$ cat src/rtl/product_accumulator64.sv
//==============================================================================
// Module      : product_accumulator64
// Description : Multiply-accumulate back end that sums a valid/ready stream of
//               64-bit products into one dot-product result per 'last' run.
//               Optional macro PRODUCT_ACC_SATURATE_EN clamps the sum on carry.
// Revision    : 1.0  initial release
//==============================================================================
`default_nettype none

module product_accumulator64 #(
    parameter int CNT_W = 16
) (
    input  logic             clk,
    input  logic             rst,
    input  logic             flush_i,
    input  logic [63:0]      in_product_i,
    input  logic             in_valid_i,
    input  logic             in_last_i,
    output logic             in_ready_o,
    output logic [63:0]      out_sum_o,
    output logic [CNT_W-1:0] out_count_o,
    output logic             out_ovf_o,
    output logic             out_valid_o,
    input  logic             out_ready_i
);

    typedef enum logic [1:0] {
        ST_IDLE  = 2'd0,
        ST_ACCUM = 2'd1,
        ST_HOLD  = 2'd2
    } state_t;

    localparam logic [CNT_W-1:0] CNT_ONE = {{(CNT_W-1){1'b0}}, 1'b1};
    localparam logic [CNT_W-1:0] CNT_MAX = {CNT_W{1'b1}};

    state_t            state_q, state_d;
    logic [63:0]       acc_q, acc_d;
    logic [CNT_W-1:0]  cnt_q, cnt_d;
    logic              ovf_q, ovf_d;

    logic              w_accept;
    logic              w_consume;
    logic [64:0]       w_sum_ext;
    logic [63:0]       w_acc_next;
    logic [CNT_W-1:0]  w_cnt_next;

    // in_ready in HOLD follows out_ready combinationally for a bubble-free handoff
    assign in_ready_o  = !rst && !flush_i && ((state_q != ST_HOLD) || out_ready_i);
    assign out_valid_o = (state_q == ST_HOLD) && !flush_i;
    assign out_sum_o   = acc_q;
    assign out_count_o = cnt_q;
    assign out_ovf_o   = ovf_q;

    assign w_accept  = in_valid_i && in_ready_o;
    assign w_consume = out_valid_o && out_ready_i;

    assign w_sum_ext  = {1'b0, acc_q} + {1'b0, in_product_i};
    assign w_cnt_next = (cnt_q == CNT_MAX) ? cnt_q : cnt_q + CNT_ONE;

`ifdef PRODUCT_ACC_SATURATE_EN
    // Once any carry has occurred the sum stays pinned at all-ones for the run
    assign w_acc_next = (w_sum_ext[64] || ovf_q) ? {64{1'b1}} : w_sum_ext[63:0];
`else
    assign w_acc_next = w_sum_ext[63:0];
`endif

    always_comb begin
        state_d = state_q;
        acc_d   = acc_q;
        cnt_d   = cnt_q;
        ovf_d   = ovf_q;

        if (flush_i) begin
            state_d = ST_IDLE;
            acc_d   = 64'd0;
            cnt_d   = '0;
            ovf_d   = 1'b0;
        end else begin
            case (state_q)
                ST_IDLE: begin
                    if (w_accept) begin
                        acc_d   = in_product_i;
                        cnt_d   = CNT_ONE;
                        ovf_d   = 1'b0;
                        state_d = in_last_i ? ST_HOLD : ST_ACCUM;
                    end
                end
                ST_ACCUM: begin
                    if (w_accept) begin
                        acc_d   = w_acc_next;
                        cnt_d   = w_cnt_next;
                        ovf_d   = ovf_q | w_sum_ext[64];
                        state_d = in_last_i ? ST_HOLD : ST_ACCUM;
                    end
                end
                ST_HOLD: begin
                    if (w_consume) begin
                        if (w_accept) begin
                            acc_d   = in_product_i;
                            cnt_d   = CNT_ONE;
                            ovf_d   = 1'b0;
                            state_d = in_last_i ? ST_HOLD : ST_ACCUM;
                        end else begin
                            state_d = ST_IDLE;
                        end
                    end
                end
                default: begin
                    state_d = ST_IDLE;
                end
            endcase
        end
    end

    always_ff @(posedge clk) begin
        if (rst) begin
            state_q <= ST_IDLE;
            acc_q   <= 64'd0;
            cnt_q   <= '0;
            ovf_q   <= 1'b0;
        end else begin
            state_q <= state_d;
            acc_q   <= acc_d;
            cnt_q   <= cnt_d;
            ovf_q   <= ovf_d;
        end
    end

endmodule

`default_nettype wire

$ cat config.mk
export PLATFORM = sky130hd
export DESIGN_NAME = product_accumulator64
export DESIGN_NICKNAME = d
export VERILOG_FILES = /design/src/rtl/product_accumulator64.sv
export SDC_FILE = /design/constraint.sdc
export NUM_CORES = 1
export LEC_CHECK = 0
export ABC_AREA = 1
export BUFFER_PORTS_ARGS = -buffer_cell sky130_fd_sc_hd__clkbuf_2
export CELL_PAD_IN_SITES_DETAIL_PLACEMENT = 1
export CELL_PAD_IN_SITES_GLOBAL_PLACEMENT = 1
export CORE_UTILIZATION = 39
export DETAILED_ROUTE_END_ITERATION = 16
export GPL_TIMING_DRIVEN = 1
export PLACE_DENSITY_LB_ADDON = 0.08
export SLEW_MARGIN = 20
export SYNTH_ARGS = -nofsm -noshare
export SYNTH_HDL_FRONTEND = slang
export SYNTH_SLANG_ARGS = --single-unit
export TNS_END_PERCENT = 5
$ cat constraint.sdc
create_clock -name clk -period 2.85 [get_ports clk]
set_input_delay 0.57 -clock clk [delete_from_list [all_inputs] [get_ports clk]]
set_output_delay 0.57 -clock clk [all_outputs]
set_load 0.01 [all_outputs]
Word-level counts from Yosys, hierarchy flattened
Cells that the tools add are included.
Storage, ports and cells
  register bits: 83
  latch bits: 0
  RAM bits: 0
  memory bits (read-only): 0
  input port bits: 70
  output and inout port bits: 83
  word-level logic and storage cells: 48
  memories: 0
Operators by class
  $add $sub $neg: 2
  multiply operators: 0
  divide/modulo/power cells: 0
  magnitude comparators: 0
  equal/unequal tests: 8
  shift operators: 0
  muxes and demuxes: 18
  bitwise operators: 1
  reduce and logical (&&, ||, !) cells: 15
Operators by type and width (number)
  two-way mux 64 bit: 3
  case mux 64 bit (3 select lines): 1
  adder 64 x 64 -> 65 bit: 1
  two-way mux 16 bit: 4
  case mux 16 bit (3 select lines): 1
  adder 16 x 1 -> 16 bit, second input constant: 1
  equality test 16 bit, second input constant: 1
  two-way mux 2 bit: 4
  != test 2 bit, second input constant: 4
  logical AND 1 bit: 5
  case mux 2 bit (2 select lines): 1
  AND reduction 4 bit: 1
  OR reduction 2 bit: 2
  two-way mux 1 bit: 3
  case mux 1 bit (3 select lines): 1
  AND reduction 3 bit: 1
  nonzero test 3 bit: 1
  equality test 2 x 1 -> 1 bit, second input constant: 1
  equality test 2 bit, second input constant: 1
  logical NOT 1 bit: 2
  logical NOT 2 bit: 1
  != test 2 x 1 -> 1 bit, second input constant: 1
  AND reduction 2 bit: 1
  logical OR 1 bit: 1
  bitwise OR 1 bit: 1

Depth between registers and ports, before layout
Gate-level depths: netlist of the first run.
  depth in word-level cells: 7
  depth in mapped cells: 16
  depth with buffers taken out: 16

Worst setup path after synthesis of the first run
No wires, ideal clock.
  path kind: in2reg
  from: in in_product_i[0]
  to: reg acc_q[32] (netlist: out_sum_o[32])
  setup time: 0.132 ns
  arrival: 2.222 ns
  required time: 2.718 ns
  slack: 0.496 ns
  cell stages on the path: 13
  path buffers: 0
  cell sequence: ha_1 fa_1 nand3_1 nand3_1 nand2_1 nand2_1 nand2_1 nand2_1 nand2_1 nand2_1 or2_2 nand3_1 a21oi_1
Between the ends
  cells in the longest elaborated chain, start to end: 3
RTL lines
  start, declared: line 16  | input logic [63:0] in_product_i,
  adder 64 x 64 -> 65 bit: line 57  | assign w_sum_ext = {1'b0, acc_q} + {1'b0, in_product_i};
  two-way mux 64 bit: line 89  | if (w_accept) begin
  case mux 64 bit (3 select lines): line 79  | case (state_q)
  end signal, assigned: line 118  | acc_q <= 64'd0;
  end signal, assigned: line 123  | acc_q <= acc_d;
  end, declared: line 37  | logic [63:0] acc_q, acc_d;
Every way passes these cells. The select of a mux whose other input is x is not followed.
A chain may end at the register's enable or synchronous reset.

Worst setup path after layout of the first run
  from: reg acc_q[0] (netlist: out_sum_o[0])
  to: reg acc_q[54] (netlist: out_sum_o[54])
Between the ends
  cells in the longest elaborated chain, start to end: 3
RTL lines (line)
  adder 64 x 64 -> 65 bit: 57
  two-way mux 64 bit: 89
  case mux 64 bit (3 select lines): 79
Every way passes these cells. The select of a mux whose other input is x is not followed.

==> flow_metrics.py, run 1 <==
metrics = {
    "global_routing": {
        "grt_pass1_wl_um": 59600,
        "grt_max_degree": 50,
        "grt_pass1_vias": 11400,
        "antenna_found_initial": 0,
        "grt_overflow_total": 0,
        "grtUsageMet2": 0.519,
        "grt_use_total": 0.317,
        "use_met3": 0.0399,
        "met1_usage": 0.429,
        "grt_busiest_layer": "met2",
    },
    "yosys": {
        "yosysWarnings": 0,
        "synth-main-ff-cell": "dfxtp_1",
        "yosysTopAreaCellShare": 0.271,
        "synth.avg_cell_area_um2": 5.36,
        "syn_inst": 1732,
        "synth-edff-count": 0,
        "syn_area_um2": 9290,
        "ys_types": 38,
        "async_flop_share": 0,
        "ys_top_cells_by_area": "nand2_1 (27%), dfxtp_1 (18%), inv_1 (14%)",
        "synth-seq-cells": 83,
        "yosysTopAreaCell": "nand2_1",
        "yosysSeqAreaShare": 0.179,
        "synth_fp_nets": 1868,
    },
    "finish": {
        "drive_gt1_frac": 0.115,
        "finalNetCount": 2033,
        "num_antenna_cells": 0,
        "fillCellCount": 3552,
        "fin_area_um2": 10900,
        "syn2layout_area_growth_pct": 17.2,
        "final_cell_count_no_fill": 2221,
        "utilization": 0.465,
    },
    "cts": {
        "htreeDepth": 3,
        "cts_tree": "done",
        "numCtsBuffers": 9,
        "ctsHoldBuffers": 0,
        "clk_pin_slew_ns": 0.09,
        "numClockSinks": 83,
        "root_buffer": "clkbuf_16",
        "worstSkewPairLatency_ns": 0.38,
        "clock_path_buffers": 2,
    },
    "power": {
        "ir_drop_uv": 221,
        "power_density_nw_per_um2": 289,
        "power.leakage_uw": 0.00630,
    },
    "worst_setup_path": {
        "arrival_ns": 2.88,
        "cp_max_fo": 4,
        "worst_setup_path_start_kind": "flip-flop",
        "crit_chain": "ha_1 > fa_1 > nand2_1 > nand3_1 > nand3_1 > nand3_1 > nand2_1 > nand3_1 > nand2_1 > nand3_1 > a21oi_1",
        "critPathSlowestCell": "fa_1",
        "critPathCaptureType": "flip-flop",
        "critPathKind": "reg2reg",
        "slowest_delay_ns": 0.47,
        "crit_top_cell": "nand3_1",
        "critPathRequiredTime_ns": 3.15,
    },
    "placement": {
        "dpl.hpwl_um": 32000,
        "placedCellCount": 2205,
        "gp_congestion": 0.926,
        "postPlaceCellArea_um2": 10600,
        "portBuffers": 152,
    },
    "sta": {
        "timing.slew.headroom": 0.577,
        "fin_worst_skew_ns": 0.0191,
        "setup_violations": 0,
        "hold_ws_ns": 0.456,
        "fmax_mhz": 388,
        "hold_viol": 0,
        "final_max_slew_viol_count": 0,
        "rsz0062_at_grt": "no",
        "fin_crit_ns": 2.58,
        "fin_setup_tns_ns": 0,
        "period_share": 0.904,
        "tightest_slew_ns": 0.635,
    },
    "drt": {
        "drc": 0,
        "num_vias": 11400,
        "drt_pass1_iterations": 5,
        "detail_route.wl_per_cell_um": 17.2,
        "drtAntennaViolNets": 0,
        "first_iter_violations": 673,
        "viasPerCell": 5.11,
        "routed_wl_um": 38200,
    },
    "floorplanning": {
        "ioPinCount": 153,
        "die_area_um2": 24400,
        "initial_core_util": 0.397,
        "die_h_um": 156,
        "die_x_um": 156,
        "rows": 56,
        "coreArea_um2": 23400,
    },
    "flow_run": {
        "max_cap_viol_count": 0,
    },
    "status": {
        "status": "complete, no violations",
    },
    "hold_path": {
        "min_path_type": "in2reg",
    },
}
## synthesized netlist by cell type, types with 2 or more instances
cell / number
xnor2_1: 2
nor3_1: 24
nand3b_1: 10
and2_1: 4
a22oi_1: 34
nand2_4: 2
inv_1: 351
xor2_1: 23
nand3_1: 92
o21bai_1: 2
nand4_1: 12
o211ai_1: 2
nand2_1: 672
nor2_2: 4
ha_1: 65
clkinv_1: 2
nor2_1: 119
o21ai_0: 35
a31oi_1: 11
dfxtp_1: 83
nor4_1: 2
nand2_2: 3
clkbuf_1: 14
a21oi_1: 135
buf_2: 14
or2_2: 3
## kinds of logic (layout without fill, tap and decap cells)
| kind of cell | count (synthesis) | count (layout) | share of synthesized area |
|---|---|---|---|
| DFF | 83 | 83 | 0.179 |
| adders and majority gates | 66 | 66 | 0.0897 |
| xor gates and xnor gates | 25 | 25 | 0.0236 |
| AOI/OAI and AO/OA | 223 | 223 | 0.133 |
| buffers and inverters | 383 | 553 | 0.157 |
| and+or+nand+nor | 952 | 952 | 0.418 |
## state kept, by name, summed over array words and instances, names as in the netlist
| signal | count |
|---|---|
| out_sum_o | 64 |
| out_count_o | 16 |
| out_ovf_o | 1 |
| state_q | 2 |
## power breakdown
part           switching, µW  total (µW)  leakage, µW  internal, µW
combinational            434         654      0.00548           220
sequential              15.0        1190     0.000670          1170
clock                    674        1300     0.000149           627
## layout make-up
type,count,area (µm²),share of cell area
clock buffer,9,225,0.0207
multi-input combinational,1266,6180,0.568
timing repair buffer,182,1010,0.0928
inverter,355,1340,0.123
clock inverter,7,76.3,0.00701
sequential,83,1660,0.153
tap,319,399,0.0366
## critical path: cells and delay by family (launching register included)
kind,cells,cell delay [ns]
compound gates,1,0.18
flops,1,0.34
simple gates,8,1.27
fa+ha+maj,2,0.71
## stage by stage
| step | setup slack [ns] | power [µW] |
|---|---|---|
| 5_1_grt | 0.0730 | 3280 |
| 6_report | 0.273 | 3140 |
| 3_3_place_gp | -0.0235 | 1850 |
| 2_1_floorplan | 0.496 | 1600 |
| 3_5_place_dp | -0.0786 | 1860 |
| 4_1_cts | 0.259 | 3150 |
## metal layers
layer | wire length (µm) | vias up
li1 | - | 5683
met1 | 18300 | 5291
met2 | 16900 | 326
met3 | 2010 | 59
met4 | 1030 | 0
met5 | 0 | -
## final timing paths
| check | slack (ns) | endpoint | cells after the start | start |
|---|---|---|---|---|
| hold / removal | 0.46 | out_sum_o[18]$_SDFFE_PP0P_ | 3 | in_product_i[18] |
| setup reg to reg | 0.27 | out_sum_o[54]$_SDFFE_PP0P_ | 11 | out_sum_o[0]$_SDFFE_PP0P_ |
| setup / recovery | 0.27 | out_sum_o[54]$_SDFFE_PP0P_ | 11 | out_sum_o[0]$_SDFFE_PP0P_ |
| hold reg to reg | 0.47 | out_count_o[4]$_SDFFE_PP0P_ | 2 | out_count_o[4]$_SDFFE_PP0P_ |
## timing repair
item                       CTS  global route
setup endpoints to repair    0             1
gates resized for setup      0             1
setup buffers                0             0
## placed cells by master, fill, tap and decap left out, types with 3 or more instances in the layout
cell	instances
inv_1	350
a21oi_1	135
inv_8	3
nor2_2	4
nand4_1	12
and2_1	4
buf_4	28
a31oi_1	11
nor3_1	24
nand2_1	672
a22oi_1	34
clkbuf_2	152
nand3b_1	10
dfxtp_1	83
nand2_2	3
xor2_1	23
clkbuf_16	9
or2_2	3
ha_1	65
nand3_1	91
o21ai_0	35
nor2_1	118
(Power assumes the default switching activity.)
==> run 2: changes to the inputs <==
--- a/config.mk
+++ b/config.mk
@@ -10,8 +10,10 @@
 export CELL_PAD_IN_SITES_DETAIL_PLACEMENT = 1
 export CELL_PAD_IN_SITES_GLOBAL_PLACEMENT = 1
 export CORE_UTILIZATION = 39
+export CTS_BUF_LIST = sky130_fd_sc_hd__clkbuf_8 sky130_fd_sc_hd__clkbuf_16
 export DETAILED_ROUTE_END_ITERATION = 16
 export GPL_TIMING_DRIVEN = 1
+export MAX_ROUTING_LAYER = met4
 export PLACE_DENSITY_LB_ADDON = 0.08
 export SLEW_MARGIN = 20
 export SYNTH_ARGS = -nofsm -noshare
==> run 2 against run 1 <==
  * Register-to-register slack got worse by 0.098 ns
  * Sequential share of layout area barely moved
  * First-iteration DRC count fell by 8.3%
  * Critical path depth rose by 2
  * Clock skew fell by 0.011 ns
  * Fmax fell by 3.7%
  * Critical path type unchanged
  * Largest power group unchanged
  * Highest routed layer unchanged
==> flow_metrics.py, run 2 (same netlist as run 1, synthesis figures left out) <==
metrics = {
    "finish": {
        "num_antenna_cells": 0,
        "layout_commonest_cell": "nand2_1",
        "final_cell_count_no_fill": 2225,
        "utilization": 0.467,
        "fin_area_um2": 10900,
        "largest_reg_flops": 64,
        "finalNetCount": 2037,
        "layout_common_cells": "nand2_1 (672), inv_1 (350), clkbuf_2 (152)",
        "drive_gt1_frac": 0.116,
        "syn2layout_area_growth_pct": 17.6,
    },
    "worst_setup_path": {
        "cp_max_fo": 5,
        "reg2reg_to": "out_sum_o[56]$_SDFFE_PP0P_",
        "critPathCaptureType": "flip-flop",
        "arrival_ns": 2.98,
        "r2r-start": "out_sum_o[0]$_SDFFE_PP0P_",
        "r2r_setup_slack_ns": 0.18,
        "worst_setup_path_start_kind": "flip-flop",
        "critPathRequiredTime_ns": 3.16,
        "critPathSlowestCell": "fa_1",
        "crit_chain": "ha_1 > fa_1 > nand3_1 > nand3_1 > nand2_1 > nand2_1 > nand2_1 > nand3_1 > nand2_1 > nand3_1 > nand2_1 > nand3_1 > a21oi_1",
        "ff2ff_path_depth": 13,
        "slowest_delay_ns": 0.47,
        "critPathKind": "reg2reg",
    },
    "drt": {
        "drtAntennaViolNets": 0,
        "num_vias": 11300,
        "drt_pass1_iterations": 5,
        "viasPerCell": 5.10,
        "first_iter_violations": 617,
        "detail_route.wl_per_cell_um": 17.3,
        "drc": 0,
        "routed_wl_um": 38600,
        "met3_length_um": 1650,
        "top_layer": "met4",
        "met2_length_um": 17300,
        "wl_met1_um": 18700,
    },
    "flow_run": {
        "max_cap_viol_count": 0,
    },
    "placement": {
        "gp_congestion": 0.965,
        "postPlaceCellArea_um2": 10600,
        "portBuffers": 152,
        "placedCellCount": 2209,
        "dpl.hpwl_um": 32300,
    },
    "hold_path": {
        "hp-start": "out_count_o[4]$_SDFFE_PP0P_",
        "min_to": "out_count_o[4]$_SDFFE_PP0P_",
        "hold_depth": 2,
        "min_path_type": "reg2reg",
    },
    "floorplanning": {
        "die_x_um": 156,
        "die_area_um2": 24400,
        "rows": 56,
        "coreArea_um2": 23400,
        "die_h_um": 156,
        "ioPinCount": 153,
        "initial_core_util": 0.397,
    },
    "sta": {
        "timing.slew.headroom": 0.586,
        "hold_viol": 0,
        "period_share": 0.938,
        "fmax_mhz": 374,
        "fin_worst_skew_ns": 0.00850,
        "final_max_slew_viol_count": 0,
        "tightest_slew_ns": 0.621,
        "hold_ws_ns": 0.469,
        "rsz0062_at_grt": "no",
        "setup_violations": 0,
        "fin_crit_ns": 2.67,
    },
    "cts": {
        "clk_pin_slew_ns": 0.08,
        "cts_tree": "done",
        "worstSkewPairLatency_ns": 0.37,
        "htreeDepth": 3,
        "ctsHoldBuffers": 0,
        "post_cts_buffers": 0,
        "numCtsBuffers": 9,
        "cts_resized": 0,
        "root_buffer": "clkbuf_16",
        "numClockSinks": 83,
        "clock_path_buffers": 2,
    },
    "global_routing": {
        "grt_use_total": 0.331,
        "grt_overflow_total": 0,
        "grt_pass1_vias": 11400,
        "grt_max_degree": 50,
        "grt_pass1_wl_um": 60400,
        "antenna_found_initial": 0,
    },
    "power": {
        "power_density_nw_per_um2": 288,
        "power.leakage_uw": 0.00631,
        "ir_drop_uv": 252,
    },
    "status": {
        "status": "complete, no violations",
    },
}
run 2: cell count changes in the layout (fill, tap and decap cells not counted):
cell      delta
buf_4        +4
clkinv_8     +1
inv_8        -1
nand3_1      +1
nand3_2      -1
run 2: worst max path at each step:
stage / from / endpoint / slack (ns)
2_1_floorplan: in_product_i[0] / out_sum_o[32]$_SDFFE_PP0P_ / 0.50
3_3_place_gp: in_product_i[3] / out_sum_o[59]$_SDFFE_PP0P_ / -0.03
3_5_place_dp: in_product_i[0] / out_sum_o[56]$_SDFFE_PP0P_ / -0.13
4_1_cts: out_sum_o[0]$_SDFFE_PP0P_ / out_sum_o[56]$_SDFFE_PP0P_ / 0.23
5_1_grt: out_sum_o[0]$_SDFFE_PP0P_ / out_sum_o[56]$_SDFFE_PP0P_ / 0.04
6_report: out_sum_o[0]$_SDFFE_PP0P_ / out_sum_o[56]$_SDFFE_PP0P_ / 0.18
run 2: where the power goes:
part / internal [µW] / switching, µW / total [µW]
registers: 1170 / 15.0 / 1190
clock network: 628 / 670 / 1300
logic: 225 / 438 / 663
run 2: critical path, delay by kind of cell, from the launching register on:
kind	cells	cell delay (ns)
AOI/OAI and AO/OA	1	0.19
adders and majority gates	2	0.71
and+or+nand+nor	10	1.37
DFF	1	0.33
run 2: area by class of cell:
type,count,area (µm²)
Sequential cell,83,1660
Timing Repair Buffer,186,1040
Multi-Input combinational cell,1266,6180
Inverter,355,1340
Tap cell,319,399
Fill cell,3552,12500
Clock buffer,9,225
Clock inverter,7,81.3
run 2: per-stage QoR:
stage          power, µW  setup slack (ns)  setup TNS, ns
2_1_floorplan       1600             0.496              0
3_3_place_gp        1860           -0.0332        -0.0601
3_5_place_dp        1870            -0.128         -0.369
4_1_cts             3180             0.226              0
5_1_grt             3300            0.0366              0
6_report            3150             0.175              0
run 2: per-layer routing:
metal / global-route usage / vias up
li1: - / 5694
met1: 0.437 / 5310
met2: 0.533 / 285
met3: 0.0324 / 59
met4: 0.102 / 0
met5: - / -
==> run 3: changes to the inputs <==
==> constraint.sdc (replaced) <==
create_clock -name clk -period 2.85 [get_ports clk]
set_input_delay 0.285 -clock clk [delete_from_list [all_inputs] [get_ports clk]]
set_output_delay 0.285 -clock clk [all_outputs]
set_load 0.01 [all_outputs]
==> run 3 against run 2 <==
  * Total power decreased by 1.6%
  * Hold slack got worse by 0.27 ns
  * Core utilization decreased by 0.75 points
  * First-iteration DRC count increased by 23%
  * Count of clock-buffer cells in the layout unchanged
  * Combinational power decreased by 3.5%
  * Global-route usage decreased by 0.14 points
  * Routed wire length decreased by 1.3%
==> flow_metrics.py, run 3 (same netlist as run 1, synthesis figures left out) <==
metrics = {
    "power": {
        "p_sw_uw": 1090,
        "power.leakage_uw": 0.00620,
        "internal_power_uw": 2010,
        "ir_drop_uv": 347,
        "comb_power_share": 0.206,
        "sequentialPowerShare": 0.384,
        "power_density_nw_per_um2": 288,
        "clkPwrFrac": 0.410,
        "swShare": 0.352,
    },
    "drt": {
        "viasPerCell": 5.09,
        "first_iter_violations": 756,
        "detail_route.wl_per_cell_um": 17.3,
        "drtAntennaViolNets": 0,
        "num_vias": 11200,
        "routed_wl_um": 38100,
        "drc": 0,
        "drt_pass1_iterations": 5,
    },
    "placement": {
        "portBuffers": 152,
        "gp_congestion": 0.969,
        "placedCellCount": 2187,
        "dp_slack_ns": -0.0536,
        "dpl.hpwl_um": 31300,
        "postPlaceCellArea_um2": 10400,
    },
    "cts": {
        "cts_tree": "done",
        "htreeDepth": 3,
        "numClockSinks": 83,
        "clock_path_buffers": 2,
        "post_cts_buffers": 0,
        "cts_resized": 0,
        "worstSkewPairLatency_ns": 0.37,
        "numCtsBuffers": 9,
        "root_buffer": "clkbuf_16",
        "ctsHoldBuffers": 0,
        "clk_pin_slew_ns": 0.08,
    },
    "finish": {
        "ff_latch_area_um2": 1660,
        "largest_reg_flops": 64,
        "num_antenna_cells": 0,
        "syn2layout_area_growth_pct": 15.7,
        "multiInputGateArea_um2": 6180,
        "fillCellCount": 3535,
        "fin_area_um2": 10700,
        "drive_gt1_frac": 0.107,
        "final_cell_count_no_fill": 2203,
        "finalNetCount": 2015,
        "layout_commonest_cell": "nand2_1",
        "layout_common_cells": "nand2_1 (672), inv_1 (350), clkbuf_2 (152)",
    },
    "sta": {
        "worst_slack_ns": 0.169,
        "fmax_mhz": 373,
        "fin_crit_ns": 2.68,
        "rsz0062_at_grt": "no",
        "tightest_slew_ns": 0.719,
        "fin_worst_skew_ns": 0.0154,
        "timing.slew.headroom": 0.520,
        "hold_viol": 0,
        "period_share": 0.941,
        "final_max_slew_viol_count": 0,
        "setup_violations": 0,
    },
    "worst_setup_path": {
        "critPathRequiredTime_ns": 3.08,
        "critPathCaptureType": "flip-flop",
        "r2r-start": "out_sum_o[0]$_SDFFE_PP0P_",
        "critPathKind": "reg2reg",
        "ff2ff_path_depth": 13,
        "arrival_ns": 2.91,
        "cp_max_fo": 5,
        "worst_setup_path_start_kind": "flip-flop",
        "crit_start": "out_sum_o[0]$_SDFFE_PP0P_",
    },
    "status": {
        "status": "complete, no violations",
    },
    "floorplanning": {
        "coreArea_um2": 23400,
        "rows": 56,
        "die_area_um2": 24400,
        "die_x_um": 156,
        "die_h_um": 156,
        "ioPinCount": 153,
        "initial_core_util": 0.397,
    },
    "global_routing": {
        "grt_use_total": 0.330,
        "antenna_found_initial": 0,
        "grt_max_degree": 50,
        "grt_pass1_vias": 11100,
        "grt_overflow_total": 0,
        "grt_pass1_wl_um": 60500,
    },
    "hold_path": {
        "min_path_type": "in2reg",
        "hold_depth": 3,
        "hp-start": "in_product_i[18]",
    },
    "flow_run": {
        "max_cap_viol_count": 0,
    },
}
## run 3: critical path, cell delays in order, from the launching register on
cell and delay (ns):
dfxtp_1 0.34, ha_1 0.24, fa_2 0.41, nand3_1 0.14, nand3_2 0.13, nand2_1 0.09
nand2_1 0.17, nand2_1 0.12, nand2_1 0.19, nand2_1 0.11, nand2_1 0.17, or2_2 0.32
nand3_1 0.07, a21oi_1 0.06
## run 3: layout make-up
type | count | area share
Multi-Input combinational cell | 1266 | 0.575
Sequential cell | 83 | 0.155
Inverter | 355 | 0.124
Timing Repair Buffer | 164 | 0.0803
Tap cell | 319 | 0.0371
Clock buffer | 9 | 0.0210
Clock inverter | 7 | 0.00710
## run 3: worst paths after layout
path	endpoint	slack (ns)
max	out_sum_o[32]$_SDFFE_PP0P_	0.17
min	out_sum_o[18]$_SDFFE_PP0P_	0.20
max reg2reg	out_sum_o[32]$_SDFFE_PP0P_	0.17
min reg2reg	out_count_o[12]$_SDFFE_PP0P_	0.47
## run 3: metal layers
layer	GRT usage	wire length, µm
met1	0.449	18900
met2	0.532	17000
met3	0.0271	1500
met4	0.0668	562
met5	-	0
## run 3: power groups by stage
stage	logic [µW]	clock network [µW]	registers, µW
final	640	1270	1190
after global routing	712	1340	1190
after CTS	636	1300	1190
after detailed placement	630	0	1220
after global placement	623	0	1220
after floorplan	383	0	1220
## run 3: per-stage QoR
step            util  power [µW]  setup TNS [ns]  hold slack [ns]
6_report       0.459        3100               0            0.197
5_1_grt        0.459        3250               0            0.207
4_1_cts        0.459        3120               0            0.191
3_5_place_dp   0.446        1850         -0.0536            0.460
3_3_place_gp   0.446        1840         -0.0206            0.451
2_1_floorplan      -        1600               0            0.430
